--- src/rtl/mlp_frame_pkg.sv ---
// Shared definitions for the 12x12 binarized digit frame and the classifier front end.
package mlp_frame_pkg;

    localparam int GRID_N     = 12;
    localparam int FRAME_BITS = 144;
    localparam int LUMA_W     = 8;

    typedef logic [FRAME_BITS-1:0] frame_t;

    typedef enum logic {
        ST_IDLE   = 1'b0,
        ST_ACTIVE = 1'b1
    } ds_state_t;

    // Row-major with row 0 col 0 in the MSB.
    function automatic int bit_index(input int row, input int col);
        return FRAME_BITS - 1 - (row * GRID_N + col);
    endfunction

endpackage

--- src/rtl/band_accumulator.sv ---
// One horizontal band of cell sums, thresholded to GRID_N bits.
// Polarity: FRAME_DS_INVERT_EN marks bright cells (sum >= LIMIT) instead of dark ones.
module band_accumulator
    import mlp_frame_pkg::*;
#(
    parameter int BLK_W  = 20,
    parameter int BLK_H  = 20,
    parameter int THRESH = 128
) (
    input  logic                       clk,
    input  logic                       rst,
    input  logic                       add_en,
    input  logic                       restart,
    input  logic                       band_end,
    input  logic [$clog2(GRID_N)-1:0]  cx,
    input  logic [LUMA_W-1:0]          pixel,
    output logic [GRID_N-1:0]          band
);

    localparam int CX_W  = $clog2(GRID_N);
    localparam int ACC_W = $clog2(BLK_W * BLK_H * (2**LUMA_W - 1) + 1);
    localparam logic [ACC_W-1:0] LIMIT = ACC_W'(THRESH * BLK_W * BLK_H);

    for (genvar i = 0; i < GRID_N; i++) begin : g_cell
        logic [ACC_W-1:0] acc;
        logic [ACC_W-1:0] sum;

        // A restart discards the old partial sum so the current pixel opens a fresh cell.
        assign sum = (restart ? '0 : acc)
                   + ((add_en && cx == CX_W'(i)) ? ACC_W'(pixel) : '0);

`ifdef FRAME_DS_INVERT_EN
        assign band[i] = (sum >= LIMIT);
`else
        assign band[i] = (sum < LIMIT);
`endif

        always_ff @(posedge clk) begin
            if (rst || band_end) begin
                acc <= '0;
            end else if (restart || add_en) begin
                acc <= sum;
            end
        end
    end

endmodule

--- src/rtl/frame_downsampler.sv ---
// Box-averages a grayscale pixel stream into a 12x12 one-bit frame for the MLP classifier.
// Build option FRAME_DS_INVERT_EN (in band_accumulator) selects light-on-dark polarity.
module frame_downsampler
    import mlp_frame_pkg::*;
#(
    parameter int IMG_W  = 240,
    parameter int IMG_H  = 240,
    parameter int GRID   = 12,
    parameter int THRESH = 128
) (
    input  logic                  clk,
    input  logic                  rst,
    input  logic                  pix_valid,
    input  logic                  pix_sof,
    input  logic [LUMA_W-1:0]     pix_luma,
    output logic [FRAME_BITS-1:0] frame_out,
    output logic                  frame_valid,
    output logic                  frame_busy,
    output logic                  frame_drop
);

    localparam int BLK_W = IMG_W / GRID;
    localparam int BLK_H = IMG_H / GRID;
    localparam int PX_W  = (BLK_W > 1) ? $clog2(BLK_W) : 1;
    localparam int PY_W  = (BLK_H > 1) ? $clog2(BLK_H) : 1;
    localparam int CX_W  = $clog2(GRID_N);

    // pix_valid qualifies pix_sof and pix_luma; there is no ready, every valid pixel is consumed.
    ds_state_t         state, state_next;
    logic [PX_W-1:0]   px, px_base, px_next;
    logic [PY_W-1:0]   py, py_base, py_next;
    logic [CX_W-1:0]   cx, cx_base, cx_next;
    logic [CX_W-1:0]   cy, cy_base, cy_next;
    logic              take, first, resync, band_end, frame_end;
    logic [GRID_N-1:0] band;
    frame_t            work, work_next;

    always_comb begin
        state_next = state;
        take       = 1'b0;
        first      = 1'b0;
        resync     = 1'b0;
        unique case (state)
            ST_IDLE: begin
                if (pix_valid && pix_sof) begin
                    take       = 1'b1;
                    first      = 1'b1;
                    state_next = ST_ACTIVE;
                end
            end
            ST_ACTIVE: begin
                if (pix_valid) begin
                    take   = 1'b1;
                    first  = pix_sof;
                    resync = pix_sof;
                end
            end
            default: state_next = ST_IDLE;
        endcase

        px_base = first ? '0 : px;
        py_base = first ? '0 : py;
        cx_base = first ? '0 : cx;
        cy_base = first ? '0 : cy;

        band_end  = take && px_base == PX_W'(BLK_W - 1) && cx_base == CX_W'(GRID_N - 1)
                         && py_base == PY_W'(BLK_H - 1);
        frame_end = band_end && cy_base == CX_W'(GRID_N - 1);
        if (frame_end) state_next = ST_IDLE;

        px_next = px_base;
        py_next = py_base;
        cx_next = cx_base;
        cy_next = cy_base;
        if (px_base != PX_W'(BLK_W - 1)) begin
            px_next = px_base + 1'b1;
        end else begin
            px_next = '0;
            if (cx_base != CX_W'(GRID_N - 1)) begin
                cx_next = cx_base + 1'b1;
            end else begin
                cx_next = '0;
                if (py_base != PY_W'(BLK_H - 1)) begin
                    py_next = py_base + 1'b1;
                end else begin
                    py_next = '0;
                    cy_next = (cy_base == CX_W'(GRID_N - 1)) ? '0 : cy_base + 1'b1;
                end
            end
        end
    end

    // Current band merged into the work register, so frame end needs no extra cycle.
    for (genvar r = 0; r < GRID_N; r++) begin : g_row
        for (genvar c = 0; c < GRID_N; c++) begin : g_col
            localparam int IDX = bit_index(r, c);
            assign work_next[IDX] = (cy_base == CX_W'(r)) ? band[c] : work[IDX];
        end
    end

    band_accumulator #(
        .BLK_W  (BLK_W),
        .BLK_H  (BLK_H),
        .THRESH (THRESH)
    ) u_band_acc (
        .clk      (clk),
        .rst      (rst),
        .add_en   (take),
        .restart  (first),
        .band_end (band_end),
        .cx       (cx_base),
        .pixel    (pix_luma),
        .band     (band)
    );

    always_ff @(posedge clk) begin
        if (rst) begin
            state       <= ST_IDLE;
            px          <= '0;
            py          <= '0;
            cx          <= '0;
            cy          <= '0;
            work        <= '0;
            frame_out   <= '0;
            frame_valid <= 1'b0;
            frame_drop  <= 1'b0;
        end else begin
            state       <= state_next;
            frame_valid <= frame_end;
            frame_drop  <= resync;
            if (take) begin
                px <= px_next;
                py <= py_next;
                cx <= cx_next;
                cy <= cy_next;
            end
            if (band_end)  work      <= work_next;
            if (frame_end) frame_out <= work_next;
        end
    end

    assign frame_busy = (state == ST_ACTIVE);

endmodule

--- config.mk ---
export PLATFORM = sky130hd
export DESIGN_NAME = frame_downsampler
export DESIGN_NICKNAME = d
export VERILOG_FILES = /design/src/rtl/mlp_frame_pkg.sv /design/src/rtl/band_accumulator.sv /design/src/rtl/frame_downsampler.sv
export SDC_FILE = /design/constraint.sdc
export NUM_CORES = 1
export LEC_CHECK = 0
export CAP_MARGIN = 15
export CORE_MARGIN = 1.5
export CORE_UTILIZATION = 55
export CTS_CLUSTER_DIAMETER = 100
export CTS_CLUSTER_SIZE = 14
export DETAILED_ROUTE_END_ITERATION = 10
export PLACE_DENSITY = 0.8
export SYNTH_ARGS = -nofsm -noshare
export SYNTH_HDL_FRONTEND = slang
export SYNTH_SLANG_ARGS = --single-unit
--- constraint.sdc ---
create_clock -name clk -period 10.9 [get_ports clk]
set_input_delay 2.18 -clock clk [delete_from_list [all_inputs] [get_ports clk]]
set_output_delay 2.18 -clock clk [all_outputs]
set_load 0.02 [all_outputs]
==> summary.txt <==
Clock network
  • H-tree Lvls: 2
  • Root Buffer: clkbuf_16
  • Clock sink count: 501
  • CTS Buf Count: between 40 and 50
  • Cts-stage hold buffer count: 0
  • Clock latency on the worst-skew pair: about 0.60 ns
  • Setup bufs post-CTS: 0
  • CTS tree: yes
  • CTS resizes: 0
  • Clock tree buffer depth: 3
  • CTS clk-pin slew, worst paths: around 0.070 ns

Detailed routing
  • DRT antenna net count: 0
  • Routed WL per cell: ~18 µm
  • Final wirelength: about 69 mm
  • Iteration-0 DRC Markers: about 2.2k
  • DR vias: between 20k and 25k
  • DRC viols: 0
  • Vias/cell: slightly above 6
  • Detailed Routing Iterations Pass 1: 5

Run
  • Max cap viols: 0

Synth
  • EDFF count, synth: 0
  • Syn. warnings: 0
  • Syn Std Cell Area: 0.0256 mm²
  • Syn Area/Cell: 8.21 µm²
  • Syn Inst Count: 3112
  • Synth Flop Type: dfxtp_1
  • Top cell type's share of synthesized area: approximately two fifths
  • Top post-synthesis cells by area: dfxtp_1, nand2_1, and2_1
  • Yosys reg bits: 501
  • Net Count, Synth: 3239
  • Sequential area share after synthesis: just under 40%
  • Cell taking the most area after synthesis: dfxtp_1
  • Asr flop ratio synth: 0%
  • Yosys cell types: between 80 and 90

Setup path
  • Startpoint class of the critical path: primary input
  • Critical path fanouts, max: 24
  • Worst Setup SP: pix_valid
  • Slowest CP cell: clkdlybuf4s50_1
  • Crit end category: flip-flop
  • Critical path type: primary input to flip-flop
  • Critical Path RT: 11.32 ns
  • Crit-path max cell delay: about 0.81 ns
  • Critical path's top delay family: simple AND/OR/NAND/NOR gates
  • CP Data Arrival Time: roughly 8.3 ns
  • Cells along the critical path: clkdlybuf4s50_1, clkinv_1, nor2_4, nand2_2, or3_1, nor3_1, and2_1, ha_1, a21oi_1, a2111oi_2, o31ai_1, xnor2_1, a31oi_1, nor2_1, o21ai_0
  • WP buf/inv: 2
  • R2R Path Start: frame_busy

Timing
  • Final hold vios: 0
  • Clock Skew: 0.0304 ns
  • Setup ws final: 2.99 ns
  • Setup violations, final: 0
  • Slew @ Worst Pin: about 1.3 ns
  • Setup Total Neg Slack: 0 ns
  • Tcrit/Tclk final: between 70 and 80%
  • RSZ-0062 raised after global routing: false
  • Achievable Freq: about 0.13 GHz
  • Slew Limit Fails: 0
  • Min cycle time layout: 7.91 ns
  • Slew margin rel.: 15.0%

GRT
  • Initial antenna violation count: 1
  • First-pass GRT wire length: approximately 110 mm
  • Largest net degree at the start of global routing: between 150 and 200
  • Vias in the first global route: between 20k and 25k
  • GR Util All Layers: between 20% and 30%
  • GRT overflow: 0

Placement
  • Inst Count DP: approximately 3.7k
  • Setup WS pre-CTS: around 2.5 ns
  • Routability-driven placement congestion ratio: a little over 0.9
  • Hpwl dp: 45.8 mm
  • Buffers on Ports: about 160

Run status
  • Status: complete, no violations

Floorplan
  • Overall die width: around 220 µm
  • Core region area: 0.0456 mm²
  • Die footprint: approximately 0.048 mm²
  • Die H: between 200 and 250 µm
  • Starting density of the core: 56.1%
  • IO Count: between 150 and 200
  • Rows: 78

Final layout
  • Final core area utilization: around 62%
  • Reg area: approximately 0.01 mm²
  • NumNets Final: roughly 3.3k
  • Layout cell share with drive strength beyond 1: 3.68%
  • Fill cell count: approximately 3.8k
  • Layout Cells excl Fill: roughly 3.8k
  • Area delta synth->final: 11.0%
  • Area occupied by multi-input gates: roughly 0.015 mm²

Power and ir drop
  • Leakage power: 10.7 nW
  • PD cells: 117 mW/mm²
  • Max IR drop VDD: 0.119 mV
  • Total power: about 3.3 mW

Min path
  • Hold Path Class: flip-flop to flip-flop
  • Hold Path Origin: u_band_acc.g_cell[9].acc[4]
[metrics by stage]
stage	hold slack, ns	area [µm²]
after floorplan	0.421	25600
after global placement	0.433	27300
after detailed placement	0.438	27300
after CTS	0.448	28400
after global routing	0.462	28400
final	0.446	28400
[cells in the final DEF, fill, tap and decap left out, drive strengths merged, types with 8 or more instances in the layout]
cell,instances
dfxtp,501
ha,103
xnor2,71
nand4,32
o21ai,268
nand2b,14
or4,12
nor4,19
or3,28
clkbuf,41
o21a,50
a21o,26
a22o,79
xor2,40
mux2i,17
a31oi,18
and4,17
and2,211
o21bai,8
buf,22
inv,54
nor2,233
o31ai,17
o211ai,22
a32o,10
nor3b,12
o31a,11
nand2,479
a311oi,8
and3,24
a32oi,31
a21oi,209
a22oi,10
nand3,62
a211oi,52
nor3,66
fa,12
clkdlybuf4s50,157
nor2b,20
[layer usage]
layer / routed length, µm / global-route usage, % / vias to the layer above
li1: - / - / 11100
met1: 29000 / 35.0 / 11000
met2: 32400 / 47.9 / 883
met3: 4430 / 3.52 / 173
met4: 2780 / 13.2 / 0
met5: 0 / 0 / -
[flip-flops by register name (all words and copies together), names as in the netlist]
signal                 flops
u_band_acc.g_cell.acc    204
frame_out                144
work                     132
px                         5
py                         5
cx                         4
cy                         4
frame_busy                 1
frame_drop                 1
frame_valid                1
[Yosys cell counts, drive strengths merged, types with 11 or more instances]
cell and count:
a211oi 52, a21o 26, a21oi 209, a22o 79
a31oi 18, a32oi 31, and2 211, and3 24
and4 17, buf 71, clkbuf 112, dfxtp 501
fa 12, ha 103, inv 54, mux2i 17
nand2 479, nand2b 14, nand3 62, nand4 32
nor2 233, nor2b 20, nor3 66, nor3b 12
nor4 19, o211ai 22, o21a 50, o21ai 268
o31a 11, o31ai 17, or3 28, or4 12
xnor2 71, xor2 40
[final cells by class]
| cell class | instances | area share [%] |
|---|---|---|
| sequential | 501 | 35.3 |
| multi-input combinational | 2373 | 51.2 |
| clock inverter | 4 | 0.251 |
| tap | 600 | 2.65 |
| clock buffer | 41 | 3.62 |
| timing repair buffer | 179 | 6.16 |
| inverter | 55 | 0.732 |
| antenna | 1 | 0.00882 |
[power by group]
group          switching, mW  total [mW]  internal, mW
Sequential           0.00473        1.84          1.84
Combinational          0.116       0.144        0.0282
Clock                  0.670        1.35         0.677
[path summary, 6_finish.rpt]
path	end	slack [ns]	cells past startpoint
worst min register to register	u_band_acc.g_cell[9].acc[4]	0.45	2
worst max register to register	work[62]	5.04	14
worst min-delay path	u_band_acc.g_cell[9].acc[4]	0.45	2
worst max-delay path	work[62]	2.99	15
[cell families (layout without fill, tap and decap cells)]
| kind of cell | after synthesis | count (layout) | synth area share, % |
|---|---|---|---|
| other cells | 0 | 1 | 0 |
| simple gates | 1253 | 1253 | 23.9 |
| fa+ha+maj | 115 | 115 | 5.98 |
| buf+inv | 238 | 279 | 4.04 |
| mux | 22 | 22 | 0.886 |
| xor+xnor | 111 | 111 | 3.80 |
| flops | 501 | 501 | 39.2 |
| compound gates | 872 | 872 | 22.2 |
[worst reg2reg max path, stage by stage (launching register included)]
cell and delay, ns:
dfxtp_1 0.79, nor2_1 0.16, nor2_4 0.51, nand2_2 0.31, or3_1 0.48, nor3_1 0.71, and2_1 0.23, ha_1 0.23
a21oi_1 0.13, a2111oi_2 0.56, o31ai_1 0.20, xnor2_1 0.25, a31oi_1 0.19, nor2_1 0.73, o21ai_0 0.21
No activity file was read; power rests on OpenSTA's default activity.
